File: src/rtl/tmds_pkg.sv
// Shared TMDS definitions: control symbols, default 1080p60 timing, the
// 10-bit symbol type and small bit-counting helpers.
package tmds_pkg;

  typedef logic [9:0] sym10_t;

  // Control-period symbols indexed by {C1,C0}
  localparam sym10_t CTRL_00 = 10'b1101010100;
  localparam sym10_t CTRL_01 = 10'b0010101011;
  localparam sym10_t CTRL_10 = 10'b0101010100;
  localparam sym10_t CTRL_11 = 10'b1010101011;

  // Default 1080p60 timing at 148.5 MHz
  localparam int DEF_H_ACTIVE = 1920;
  localparam int DEF_H_FP     = 88;
  localparam int DEF_H_SYNC   = 44;
  localparam int DEF_H_BP     = 148;
  localparam int DEF_V_ACTIVE = 1080;
  localparam int DEF_V_FP     = 4;
  localparam int DEF_V_SYNC   = 5;
  localparam int DEF_V_BP     = 36;

  function automatic sym10_t ctrl_symbol(input logic [1:0] c);
    sym10_t s;
    case (c)
      2'b00:   s = CTRL_00;
      2'b01:   s = CTRL_01;
      2'b10:   s = CTRL_10;
      default: s = CTRL_11;
    endcase
    return s;
  endfunction

  function automatic logic [3:0] ones8(input logic [7:0] d);
    logic [3:0] n;
    n = 4'd0;
    for (int i = 0; i < 8; i++) n = n + {3'b000, d[i]};
    return n;
  endfunction

endpackage

File: src/rtl/tmds_video_encoder_channel.sv
// One TMDS lane: stage 1 transition minimisation, stage 2 DC balancing with
// a running disparity counter, or a control symbol during blanking.
module tmds_channel_encoder
  import tmds_pkg::*;
(
  input  logic       txoutclk_internal,
  input  logic       reset,
  input  logic       de,
  input  logic [1:0] c,
  input  logic [7:0] d,
  output sym10_t     q
);

  logic [8:0]        q_m_p1;
  logic              de_p1;
  logic [1:0]        c_p1;
  logic signed [4:0] cnt_p2;

  logic [3:0]        n1_qm;
  logic signed [5:0] diff;
  logic signed [5:0] cnt_ext;
  logic signed [5:0] cnt_next;
  sym10_t            q_next;

  // XOR chain, or XNOR chain when the byte is transition-heavy; bit 8 flags XOR.
  function automatic logic [8:0] minimise(input logic [7:0] din);
    logic [3:0] n1;
    logic       use_xnor;
    logic [8:0] qm;
    n1       = ones8(din);
    use_xnor = (n1 > 4'd4) || ((n1 == 4'd4) && !din[0]);
    qm       = '0;
    qm[0]    = din[0];
    for (int i = 1; i < 8; i++)
      qm[i] = use_xnor ? ~(qm[i-1] ^ din[i]) : (qm[i-1] ^ din[i]);
    qm[8]    = ~use_xnor;
    return qm;
  endfunction

  // Stage 1: register the minimised word with its de/control tags
  always_ff @(posedge txoutclk_internal) begin
    if (reset) begin
      q_m_p1 <= '0;
      de_p1  <= 1'b0;
      c_p1   <= 2'b00;
    end else begin
      q_m_p1 <= minimise(d);
      de_p1  <= de;
      c_p1   <= c;
    end
  end

  // Stage 2 decision: pick the inversion that steers disparity toward zero
  always_comb begin
    n1_qm    = ones8(q_m_p1[7:0]);
    diff     = $signed({1'b0, n1_qm, 1'b0}) - 6'sd8;  // n1 - n0
    cnt_ext  = {cnt_p2[4], cnt_p2};
    q_next   = ctrl_symbol(c_p1);
    cnt_next = 6'sd0;
    if (de_p1) begin
      if ((cnt_p2 == 5'sd0) || (diff == 6'sd0)) begin
        q_next   = {~q_m_p1[8], q_m_p1[8],
                    q_m_p1[8] ? q_m_p1[7:0] : ~q_m_p1[7:0]};
        cnt_next = q_m_p1[8] ? (cnt_ext + diff) : (cnt_ext - diff);
      end else if (((cnt_p2 > 5'sd0) && (diff > 6'sd0)) ||
                   ((cnt_p2 < 5'sd0) && (diff < 6'sd0))) begin
        q_next   = {1'b1, q_m_p1[8], ~q_m_p1[7:0]};
        cnt_next = cnt_ext + (q_m_p1[8] ? 6'sd2 : 6'sd0) - diff;
      end else begin
        q_next   = {1'b0, q_m_p1[8], q_m_p1[7:0]};
        cnt_next = cnt_ext - (q_m_p1[8] ? 6'sd0 : 6'sd2) + diff;
      end
    end
  end

  // Stage 2: output symbol and disparity; blanking forces disparity to zero
  always_ff @(posedge txoutclk_internal) begin
    if (reset) begin
      q      <= CTRL_00;
      cnt_p2 <= 5'sd0;
    end else begin
      q      <= q_next;
      cnt_p2 <= cnt_next[4:0];
    end
  end

endmodule

File: src/rtl/tmds_video_encoder.sv
// Video timing generator plus three TMDS lane encoders (r=ch2, g=ch1, b=ch0).
// Optional macro TMDS_TEST_PATTERN_EN adds eight vertical colour bars selected
// by test_pattern_sel; without it test_pattern_sel is ignored.
module tmds_video_encoder
  import tmds_pkg::*;
#(
  parameter int   H_ACTIVE = DEF_H_ACTIVE,
  parameter int   H_FP     = DEF_H_FP,
  parameter int   H_SYNC   = DEF_H_SYNC,
  parameter int   H_BP     = DEF_H_BP,
  parameter int   V_ACTIVE = DEF_V_ACTIVE,
  parameter int   V_FP     = DEF_V_FP,
  parameter int   V_SYNC   = DEF_V_SYNC,
  parameter int   V_BP     = DEF_V_BP,
  parameter logic SYNC_POL = 1'b1
) (
  input  logic       txoutclk_internal,
  input  logic       reset,
  input  logic [7:0] pixel_r,
  input  logic [7:0] pixel_g,
  input  logic [7:0] pixel_b,
  input  logic       test_pattern_sel,
  output logic       pix_req,
  output logic       frame_start,
  output sym10_t     r,
  output sym10_t     g,
  output sym10_t     b
);

  localparam int H_TOTAL = H_ACTIVE + H_FP + H_SYNC + H_BP;
  localparam int V_TOTAL = V_ACTIVE + V_FP + V_SYNC + V_BP;

  logic [11:0] hcount;
  logic [11:0] vcount;
  logic        de_p0;
  logic        hsync_p0;
  logic        vsync_p0;
  logic [1:0]  c_blu_p0;
  logic [7:0]  red_p0;
  logic [7:0]  grn_p0;
  logic [7:0]  blu_p0;

  // Stage 0: raster counters, line then frame wrap
  always_ff @(posedge txoutclk_internal) begin
    if (reset) begin
      hcount <= '0;
      vcount <= '0;
    end else if (hcount == 12'(H_TOTAL - 1)) begin
      hcount <= '0;
      vcount <= (vcount == 12'(V_TOTAL - 1)) ? 12'd0 : vcount + 12'd1;
    end else begin
      hcount <= hcount + 12'd1;
    end
  end

  // Region decode; sync lines carry the physical polarity, then the control
  // bits are normalised back to "1 = asserted" for the blue lane.
  always_comb begin
    de_p0    = (hcount < 12'(H_ACTIVE)) && (vcount < 12'(V_ACTIVE));
    hsync_p0 = ((hcount >= 12'(H_ACTIVE + H_FP)) &&
                (hcount <  12'(H_ACTIVE + H_FP + H_SYNC))) ? SYNC_POL : ~SYNC_POL;
    vsync_p0 = ((vcount >= 12'(V_ACTIVE + V_FP)) &&
                (vcount <  12'(V_ACTIVE + V_FP + V_SYNC))) ? SYNC_POL : ~SYNC_POL;
    c_blu_p0 = {vsync_p0 == SYNC_POL, hsync_p0 == SYNC_POL};
    pix_req     = de_p0 && !reset;
    frame_start = (hcount == 12'd0) && (vcount == 12'd0) && !reset;
  end

`ifdef TMDS_TEST_PATTERN_EN
  logic [2:0] bar;

  // Colour bars: white, yellow, cyan, green, magenta, red, blue, black
  always_comb begin
    bar = 3'(hcount / 12'(H_ACTIVE / 8));
    if (test_pattern_sel) begin
      red_p0 = {8{~bar[1]}};
      grn_p0 = {8{~bar[2]}};
      blu_p0 = {8{~bar[0]}};
    end else begin
      red_p0 = pixel_r;
      grn_p0 = pixel_g;
      blu_p0 = pixel_b;
    end
  end
`else
  logic unused_sel;

  // Pixel inputs pass straight through; the pattern select has no effect
  always_comb begin
    unused_sel = test_pattern_sel;
    red_p0     = pixel_r;
    grn_p0     = pixel_g;
    blu_p0     = pixel_b;
  end
`endif

  tmds_channel_encoder u_enc_r (
    .txoutclk_internal (txoutclk_internal),
    .reset             (reset),
    .de                (de_p0),
    .c                 (2'b00),
    .d                 (red_p0),
    .q                 (r)
  );

  tmds_channel_encoder u_enc_g (
    .txoutclk_internal (txoutclk_internal),
    .reset             (reset),
    .de                (de_p0),
    .c                 (2'b00),
    .d                 (grn_p0),
    .q                 (g)
  );

  tmds_channel_encoder u_enc_b (
    .txoutclk_internal (txoutclk_internal),
    .reset             (reset),
    .de                (de_p0),
    .c                 (c_blu_p0),
    .d                 (blu_p0),
    .q                 (b)
  );

endmodule
File: config.mk
export PLATFORM = sky130hd
export DESIGN_NAME = tmds_video_encoder
export DESIGN_NICKNAME = d
export VERILOG_FILES = /design/src/rtl/tmds_pkg.sv /design/src/rtl/tmds_video_encoder_channel.sv /design/src/rtl/tmds_video_encoder.sv
export SDC_FILE = /design/constraint.sdc
export NUM_CORES = 1
export LEC_CHECK = 0
export ABC_AREA = 1
export CORE_MARGIN = 5
export CORE_UTILIZATION = 40
export DETAILED_ROUTE_END_ITERATION = 10
export GPL_ROUTABILITY_DRIVEN = 0
export PLACE_DENSITY = 0.58
export SYNTH_ARGS = -nofsm -noshare
export SYNTH_HDL_FRONTEND = slang
export SYNTH_HIERARCHICAL = 1
export SYNTH_SLANG_ARGS = --single-unit
File: constraint.sdc
create_clock -name txoutclk_internal -period 5.45 [get_ports txoutclk_internal]
set_clock_uncertainty 0.15 [all_clocks]
set_input_delay 1.635 -clock txoutclk_internal [delete_from_list [all_inputs] [get_ports txoutclk_internal]]
set_output_delay 1.635 -clock txoutclk_internal [all_outputs]
set_load 0.02 [all_outputs]
==> flow_summary.ini, run 1 <==
[yosys]
ys.warnings.count = 6
yosysUniqueCellTypes = 46
synth_common_cells = 210 x inv_1, 204 x nand2_1, 102 x dfxtp_1
synth.most_common_cell = inv_1
synth_seq_cells = 102
synth_area_sq_um = 8020
synth.top_cell.area_share = 0.255
synth_ff_type = dfxtp_1
syn-instance-count = 1073
synthTopCellsByArea = dfxtp_1 25%, ha_1 12%, inv_1 9.8%
ys_async_sr_fraction = 0
synth_top_area_cell = dfxtp_1
synth_edf_count = 0
synth_area_per_cell_sq_um = 7.47
ys_seq_area_frac = 0.255

[routing]
drt_pass1_iterations = 4
drt-initial-drc-count = 249
vias = 6473
wl_per_cell_um = 11.5
drc_errors = 0
wl_um = 16400
ant_nets = 0
avgViaCountPerCell = 4.54

[layout]
drive_gt1_frac = 0.122
fillers = 1960
fin_util = 0.477
stdcell_area_sq_um = 9340
area_growth_pct = 16.4
nets = 1302
antennaDiodeCount = 0

[job]
drv_cap = 0

[floorplanning]
die_w_um = 152
initial_utilization = 0.409
std_cell_rows = 51
die_height_um = 152
io_pins = 59
dieArea_sq_um = 23000
core-area_sq_um = 19600

[timing]
hold_violations = 0
worstMarginPinSlew_ns = 0.544
fin_crit_ns = 5.15
finalSetupViolCount = 0
timing.final.crit_share = 0.945
grt_setup_unrepaired = false
finalSetupTns_ns = 0
layout_setup_ws_ns = 0.297
timing.slew.headroom = 0.634
drv_slew = 0
max_freq_ghz = 0.194

[clock_network]
clock-sinks = 102
post_cts_buffers = 0
cts_tree = built
cts_root_buf = clkbuf_16
htree_num_levels = 3
clk_pin_slew_ns = 0.07
ctsResizeCount = 0
clk_latency_ns = 0.35
cts_buffers = 9
postCtsHoldBufs = 0
clk_path_buf_depth = 2

[min_path]
hold_path_end = hcount[0]
worstHoldStart = hcount[0]
min_path_cells = 1
holdCritPathClass = reg2reg

[run_status]
status = completed

[global_route]
first_global_vias = 6191
grt.total_usage = 0.152
antenna_found_initial = 0
grt_overflow_total = 0
grt_max_degree = 25
grt_pass1_wl_um = 28500

[worst_setup_path]
r2r_slack_ns = 0.88
worst-setup-path-type = in2reg
cp-start-kind = primary input
critPathMaxFanout = 4
regToRegEndpoint = u_enc_b/cnt_p2[4]
cp.arrival_ns = 5.25
end_kind = flip-flop
r2r_start = u_enc_b/q_m_p1[0]
ff2ff_path_depth = 19
critPathRequiredTime_ns = 5.55

[place]
dpl_cell_area_sq_um = 9030
dp_hpwl_um = 13600
io_buffer_count = 57
place_ws_ns = -0.0697

[power_and_ir_drop]
leakage_uw = 0.00472
ir_worst_vdd_mv = 0.201
powerDensity_nw_per_um2 = 555
power by group:
group / internal, uW / leakage [uW] / switching [uW]
registers: 866 / 0.000842 / 76.8
logic: 1490 / 0.00374 / 2100
clock network: 380 / 0.000144 / 282
sequential cells by signal (all words and copies together) (netlist names), 9 cells and up:
name            cells
u_enc_b/q_m_p1      9
hcount             12
vcount             12
u_enc_r/q_m_p1      9
u_enc_r/q          10
u_enc_g/q          10
u_enc_g/q_m_p1      9
u_enc_b/q          10
worst max-delay path, cell delays in order:
cell and delay, ns:
clkdlybuf4s50_1 0.48, inv_1 0.07, fa_1 0.55, fa_1 0.43, fa_1 0.51, inv_1 0.05
ha_1 0.20, fa_1 0.41, nand3b_1 0.21, nand2_4 0.12, nand2_2 0.09, nand2_2 0.09
nand3_4 0.09, nand3_1 0.10, nand2_1 0.07, nor2_1 0.10, nor2_1 0.05
kinds of logic (layout without fill, tap and decap cells):
group,count (synthesis),after routing,share of synthesized area
xor+xnor,31,31,0.0367
compound gates,132,132,0.0973
fa+ha+maj,118,118,0.221
flops,102,102,0.255
buf+inv,237,323,0.117
simple gates,452,452,0.274
other cells,1,4,0.000468
layout by cell type, fill, tap and decap left out, types with 7 or more instances in the layout:
cell / count
inv_2: 14
o21ai_1: 7
nand4_1: 9
xnor2_1: 14
clkbuf_16: 9
o211ai_1: 9
nor2_1: 85
ha_1: 79
clkdlybuf4s50_1: 56
o21ai_0: 38
fa_1: 39
nand3_2: 19
nand2_2: 27
a21oi_1: 56
nand3b_1: 7
nand2_1: 204
buf_4: 23
dfxtp_1: 102
inv_1: 210
xor2_1: 14
nand3_1: 68
layer usage:
metal	GRT usage	up-vias	routed length (um)
met4	0.0319	0	170
met1	0.199	2916	7880
met5	0	-	0
met2	0.262	47	7940
met3	0.0303	9	418
li1	-	3501	-
final cells by class:
| type | count | area (sq um) | share of cell area |
|---|---|---|---|
| clock buffer | 11 | 253 | 0.0271 |
| clock inverter | 5 | 57.6 | 0.00616 |
| inverter | 227 | 861 | 0.0922 |
| multi-input combinational | 737 | 5050 | 0.541 |
| sequential | 102 | 2040 | 0.219 |
| tap | 265 | 332 | 0.0355 |
| timing repair buffer | 80 | 738 | 0.0791 |
worst max path at each step:
stage | from | end | slack [ns] | cells after the start
4_1_cts | pixel_r[0] | u_enc_r/q_m_p1[7] | 0.30 | 17
2_1_floorplan | pixel_r[0] | u_enc_r/q_m_p1[7] | 0.61 | 16
3_5_place_dp | pixel_r[0] | u_enc_r/q_m_p1[7] | -0.07 | 17
6_report | pixel_r[0] | u_enc_r/q_m_p1[7] | 0.30 | 17
3_3_place_gp | pixel_r[0] | u_enc_r/q_m_p1[6] | -0.05 | 17
5_1_grt | pixel_g[0] | u_enc_g/q_m_p1[6] | 0.02 | 18
through the flow:
stage / cells / hold slack, ns / total power, uW
4_1_cts: 1427 / 0.322 / 5270
5_1_grt: 1427 / 0.360 / 5890
3_3_place_gp: 1411 / 0.297 / 4530
6_report: 1427 / 0.316 / 5190
3_5_place_dp: 1411 / 0.306 / 4560
2_1_floorplan: 1076 / 0.280 / 3810
No activity file was read; power rests on OpenSTA's default activity.
==> run 2: changes to the inputs <==
--- a/config.mk
+++ b/config.mk
@@ -10,7 +10,8 @@
 export CORE_UTILIZATION = 40
 export DETAILED_ROUTE_END_ITERATION = 10
 export GPL_ROUTABILITY_DRIVEN = 0
-export PLACE_DENSITY = 0.58
+export HOLD_SLACK_MARGIN = 0.12
+export MAX_ROUTING_LAYER = met4
 export SYNTH_ARGS = -nofsm -noshare
 export SYNTH_HDL_FRONTEND = slang
 export SYNTH_HIERARCHICAL = 1
==> run 2 against run 1 <==
  * Setup slack got worse by 0.0056 ns
  * Maximum frequency down 0.11%
  * Largest cell class unchanged
  * Die area did not move
  * Largest power group unchanged
==> flow_summary.ini, run 2 (synthesis gave the netlist of run 1 again) <==
[routing]
wl_per_cell_um = 11.3
wl_um = 16100
avgViaCountPerCell = 4.60
drc_errors = 0
vias = 6544
ant_nets = 0
drt_pass1_iterations = 5
drt-initial-drc-count = 291

[timing]
worstMarginPinSlew_ns = 0.640
timing.final.crit_share = 0.947
drv_slew = 0
layout_setup_ws_ns = 0.291
holdWs_ns = 0.314
finalSetupViolCount = 0
grt_setup_unrepaired = false
timing.slew.headroom = 0.570
fin_crit_ns = 5.16
hold_violations = 0
max_freq_ghz = 0.194

[power_and_ir_drop]
p_sw_frac = 0.480
clkPwrFrac = 0.122
leakage_uw = 0.00469
combPwrFrac = 0.695
ir_worst_vdd_mv = 0.260
switchingPower_uw = 2470
p_seq_frac = 0.183
p_int_uw = 2680
powerDensity_nw_per_um2 = 555

[layout]
antennaDiodeCount = 0
nets = 1297
area_growth_pct = 15.8
top_regs = hcount (12), vcount (12)
mostFrequentLayoutCells = 210 x inv_1, 204 x nand2_1, 102 x dfxtp_1, 85 x nor2_1, 79 x ha_1
instances_no_fill = 1422
drive_gt1_frac = 0.118
layout_commonest_cell = inv_1

[global_route]
grt_pass1_wl_um = 28400
antenna_found_initial = 0
grt_overflow_total = 0
first_global_vias = 6370
grt_max_degree = 43
grt.total_usage = 0.155

[place]
dp_hpwl_um = 13400
dpl.cell_count = 1406
io_buffer_count = 57
place_ws_ns = -0.0719

[floorplanning]
die_w_um = 152
io_pins = 59
dieArea_sq_um = 23000
die_height_um = 152
initial_utilization = 0.409
core-area_sq_um = 19600
std_cell_rows = 51

[worst_setup_path]
cp-start-kind = primary input
critPathMaxFanout = 4
critPathRequiredTime_ns = 5.59
worst-setup-path-type = in2reg
end_kind = flip-flop
cp.arrival_ns = 5.29

[clock_network]
cts_root_buf = clkbuf_16
htree_num_levels = 3
postCtsHoldBufs = 0
cts_buffers = 9
clk_pin_slew_ns = 0.07
ctsResizeCount = 0
clk_latency_ns = 0.36
clock-sinks = 102
cts_tree = built
clk_path_buf_depth = 2
post_cts_buffers = 0

[job]
drv_cap = 0

[run_status]
status = completed

[min_path]
holdCritPathClass = reg2reg
==> run 2: per-layer routing <==
layer  global-route usage  part of all wire
met1                0.193              0.47
met2                0.263              0.49
met3               0.0250             0.026
met4               0.0395             0.013
met5                    -                 0
==> run 2: final cells by class <==
type                       instances  area [sq um]
clock buffer                      10           239
clock inverter                     6          57.6
inverter                         227           861
timing repair buffer              75           701
multi-input combinational        737          5050
fill                            1995         10300
tap                              265           332
sequential                       102          2040
==> run 2: worst paths after layout <==
path / to / slack (ns) / cells after the start / start
hold / removal: hcount[0] / 0.31 / 1 / hcount[0]
hold reg to reg: hcount[0] / 0.31 / 1 / hcount[0]
setup / recovery: u_enc_b/q_m_p1[6] / 0.29 / 18 / pixel_b[0]
setup reg to reg: u_enc_b/cnt_p2[4] / 0.89 / 19 / u_enc_b/q_m_p1[0]
==> run 2: power groups by stage <==
stage	Sequential [uW]	Combinational, uW	Clock, uW
after floorplan	999	2810	0
after global placement	961	3530	0
after detailed placement	961	3610	0
after CTS	944	3640	653
after global routing	958	4200	686
final	940	3580	630
==> run 2: per-stage QoR <==
stage / utilization / instance area, sq um / setup TNS [ns] / power [uW]
after floorplan: - / 8030 / 0 / 3810
after global placement: 0.459 / 8990 / -0.0552 / 4490
after detailed placement: 0.459 / 8990 / -0.277 / 4570
after CTS: 0.474 / 9290 / 0 / 5230
after global routing: 0.474 / 9290 / 0 / 5840
final: 0.474 / 9290 / 0 / 5150
==> run 2: worst max-delay path, stage by stage <==
cell and delay [ns]:
clkdlybuf4s50_1 0.49, inv_1 0.07, fa_1 0.56, fa_1 0.43, fa_1 0.49, inv_1 0.04
ha_1 0.20, fa_1 0.42, nand3b_1 0.17, nand2_2 0.12, nand2_4 0.06, nand2_1 0.09
nand3_2 0.11, nand2_1 0.10, nand2_1 0.07, nand3_1 0.08, nand2_1 0.06, nor2_1 0.09
==> run 3: changes to the inputs <==
--- a/config.mk
+++ b/config.mk
@@ -6,12 +6,15 @@
 export NUM_CORES = 1
 export LEC_CHECK = 0
 export ABC_AREA = 1
+export CELL_PAD_IN_SITES_DETAIL_PLACEMENT = 1
+export CELL_PAD_IN_SITES_GLOBAL_PLACEMENT = 1
 export CORE_MARGIN = 5
 export CORE_UTILIZATION = 40
 export DETAILED_ROUTE_END_ITERATION = 10
 export GPL_ROUTABILITY_DRIVEN = 0
 export HOLD_SLACK_MARGIN = 0.12
 export MAX_ROUTING_LAYER = met4
+export PLACE_DENSITY = 0.78
 export SYNTH_ARGS = -nofsm -noshare
 export SYNTH_HDL_FRONTEND = slang
 export SYNTH_HIERARCHICAL = 1
==> run 3 against run 2 <==
  * Register-to-register slack got worse by 0.07 ns
  * Combinational power increased by 4%
  * Final cell count increased by 0.35%
  * Core utilization increased by 0.27 points
  * Via count increased by 4.7%
  * Critical endpoint is now u_enc_r/q_m_p1[7]
  * Sequential power about the same
  * Largest power group unchanged
==> flow_summary.ini, run 3 (synthesis gave the netlist of run 1 again) <==
[floorplanning]
core-area_sq_um = 19600
die_height_um = 152
std_cell_rows = 51
io_pins = 59
dieArea_sq_um = 23000
die_w_um = 152
initial_utilization = 0.409

[timing]
timing.final.crit_share = 0.971
finalSetupTns_ns = 0
fin_crit_ns = 5.29
grt_setup_unrepaired = true
max_freq_ghz = 0.189
worstMarginPinSlew_ns = 0.584
timing.slew.headroom = 0.607
holdWs_ns = 0.327
drv_slew = 0
hold_violations = 0
finalSetupViolCount = 0

[routing]
drt_pass1_iterations = 4
wl_per_cell_um = 13.6
wl_um = 19400
drc_errors = 0
ant_nets = 0
vias = 6854
drt-initial-drc-count = 261
avgViaCountPerCell = 4.80

[place]
dpl_cell_area_sq_um = 9030
dp_hpwl_um = 16000
io_buffer_count = 57

[power_and_ir_drop]
leakage_uw = 0.00474
ir_worst_vdd_mv = 0.200
powerDensity_nw_per_um2 = 570

[run_status]
status = completed

[worst_setup_path]
worst-setup-path-type = in2reg
end_kind = flip-flop
cp-start-kind = primary input
cp.arrival_ns = 5.42
critPathMaxFanout = 4
critPathRequiredTime_ns = 5.58

[job]
drv_cap = 0

[global_route]
antenna_found_initial = 0
grt.total_usage = 0.183
grt_pass1_wl_um = 33500
grt_overflow_total = 0
grt_max_degree = 36
first_global_vias = 7316

[clock_network]
cts_buffers = 9
clock-sinks = 102
clk_pin_slew_ns = 0.08
cts_root_buf = clkbuf_16
clk_latency_ns = 0.36
clk_path_buf_depth = 2
htree_num_levels = 3
cts_tree = built

[layout]
stdcell_area_sq_um = 9340
antennaDiodeCount = 0
area_growth_pct = 16.4
mostFrequentLayoutCells = 210 x inv_1, 203 x nand2_1, 102 x dfxtp_1, 84 x nor2_1, 79 x ha_1
fillers = 2496
layout_commonest_cell = inv_1
drive_gt1_frac = 0.125
nets = 1302
top_regs = hcount (12), vcount (12)

[min_path]
holdCritPathClass = reg2reg
-- run 3: path summary, 6_finish.rpt --
check	from	endpoint	slack [ns]	cells after the start
worst max-delay path	pixel_r[1]	u_enc_r/q_m_p1[7]	0.16	18
worst min-delay path	hcount[0]	hcount[0]	0.33	1
worst max register to register	u_enc_g/q_m_p1[0]	u_enc_g/cnt_p2[4]	0.82	20
worst min register to register	hcount[0]	hcount[0]	0.33	1
-- run 3: stage by stage --
stage | setup slack (ns) | instances | total power (uW) | utilization
floorplan | 0.608 | 1076 | 3810 | -
global placement | -0.0669 | 1411 | 4520 | 0.461
detailed placement | -0.170 | 1411 | 4710 | 0.461
CTS | 0.147 | 1427 | 5410 | 0.476
global route | -0.00254 | 1427 | 5980 | 0.477
finish | 0.160 | 1427 | 5330 | 0.477
-- run 3: layout make-up --
cell class | count | area (sq um) | area share
multi-input cells | 737 | 5060 | 0.542
flip-flops and latches | 102 | 2040 | 0.219
inverters | 227 | 861 | 0.0922
repair buffers | 80 | 741 | 0.0793
well taps | 265 | 332 | 0.0355
clock buffers | 10 | 239 | 0.0256
clock inverters | 6 | 60.1 | 0.00643
-- run 3: power by group --
group | internal, uW | switching, uW
logic | 1510 | 2220
registers | 865 | 77.1
clock network | 337 | 316
-- run 3: repair_timing --
action,CTS,global route
resized for setup,0,4
buffers inserted,0,0
endpoints found under the setup margin,0,3
hold buffers,0,0
-- run 3: metal layers --
metal | vias to the layer above | part of all wire | global-route usage
met3 | 17 | 0.022 | 0.0247
met1 | 3284 | 0.46 | 0.224
met5 | - | 0 | -
met4 | 0 | 0.011 | 0.0413
li1 | 3500 | - | -
met2 | 53 | 0.51 | 0.323
-- run 3: worst max-delay path, cell delays in order --
cell and delay [ns]:
clkdlybuf4s50_1 0.48, inv_1 0.06, fa_1 0.56, fa_1 0.44, fa_1 0.51, inv_1 0.05, ha_1 0.20, fa_1 0.42
nand3b_1 0.21, nand2_4 0.11, nand2_2 0.10, nand2_2 0.12, nand3_4 0.11, nand2_2 0.08, nand2_1 0.08, nand3_1 0.09
nand2_1 0.05, nor2_1 0.10
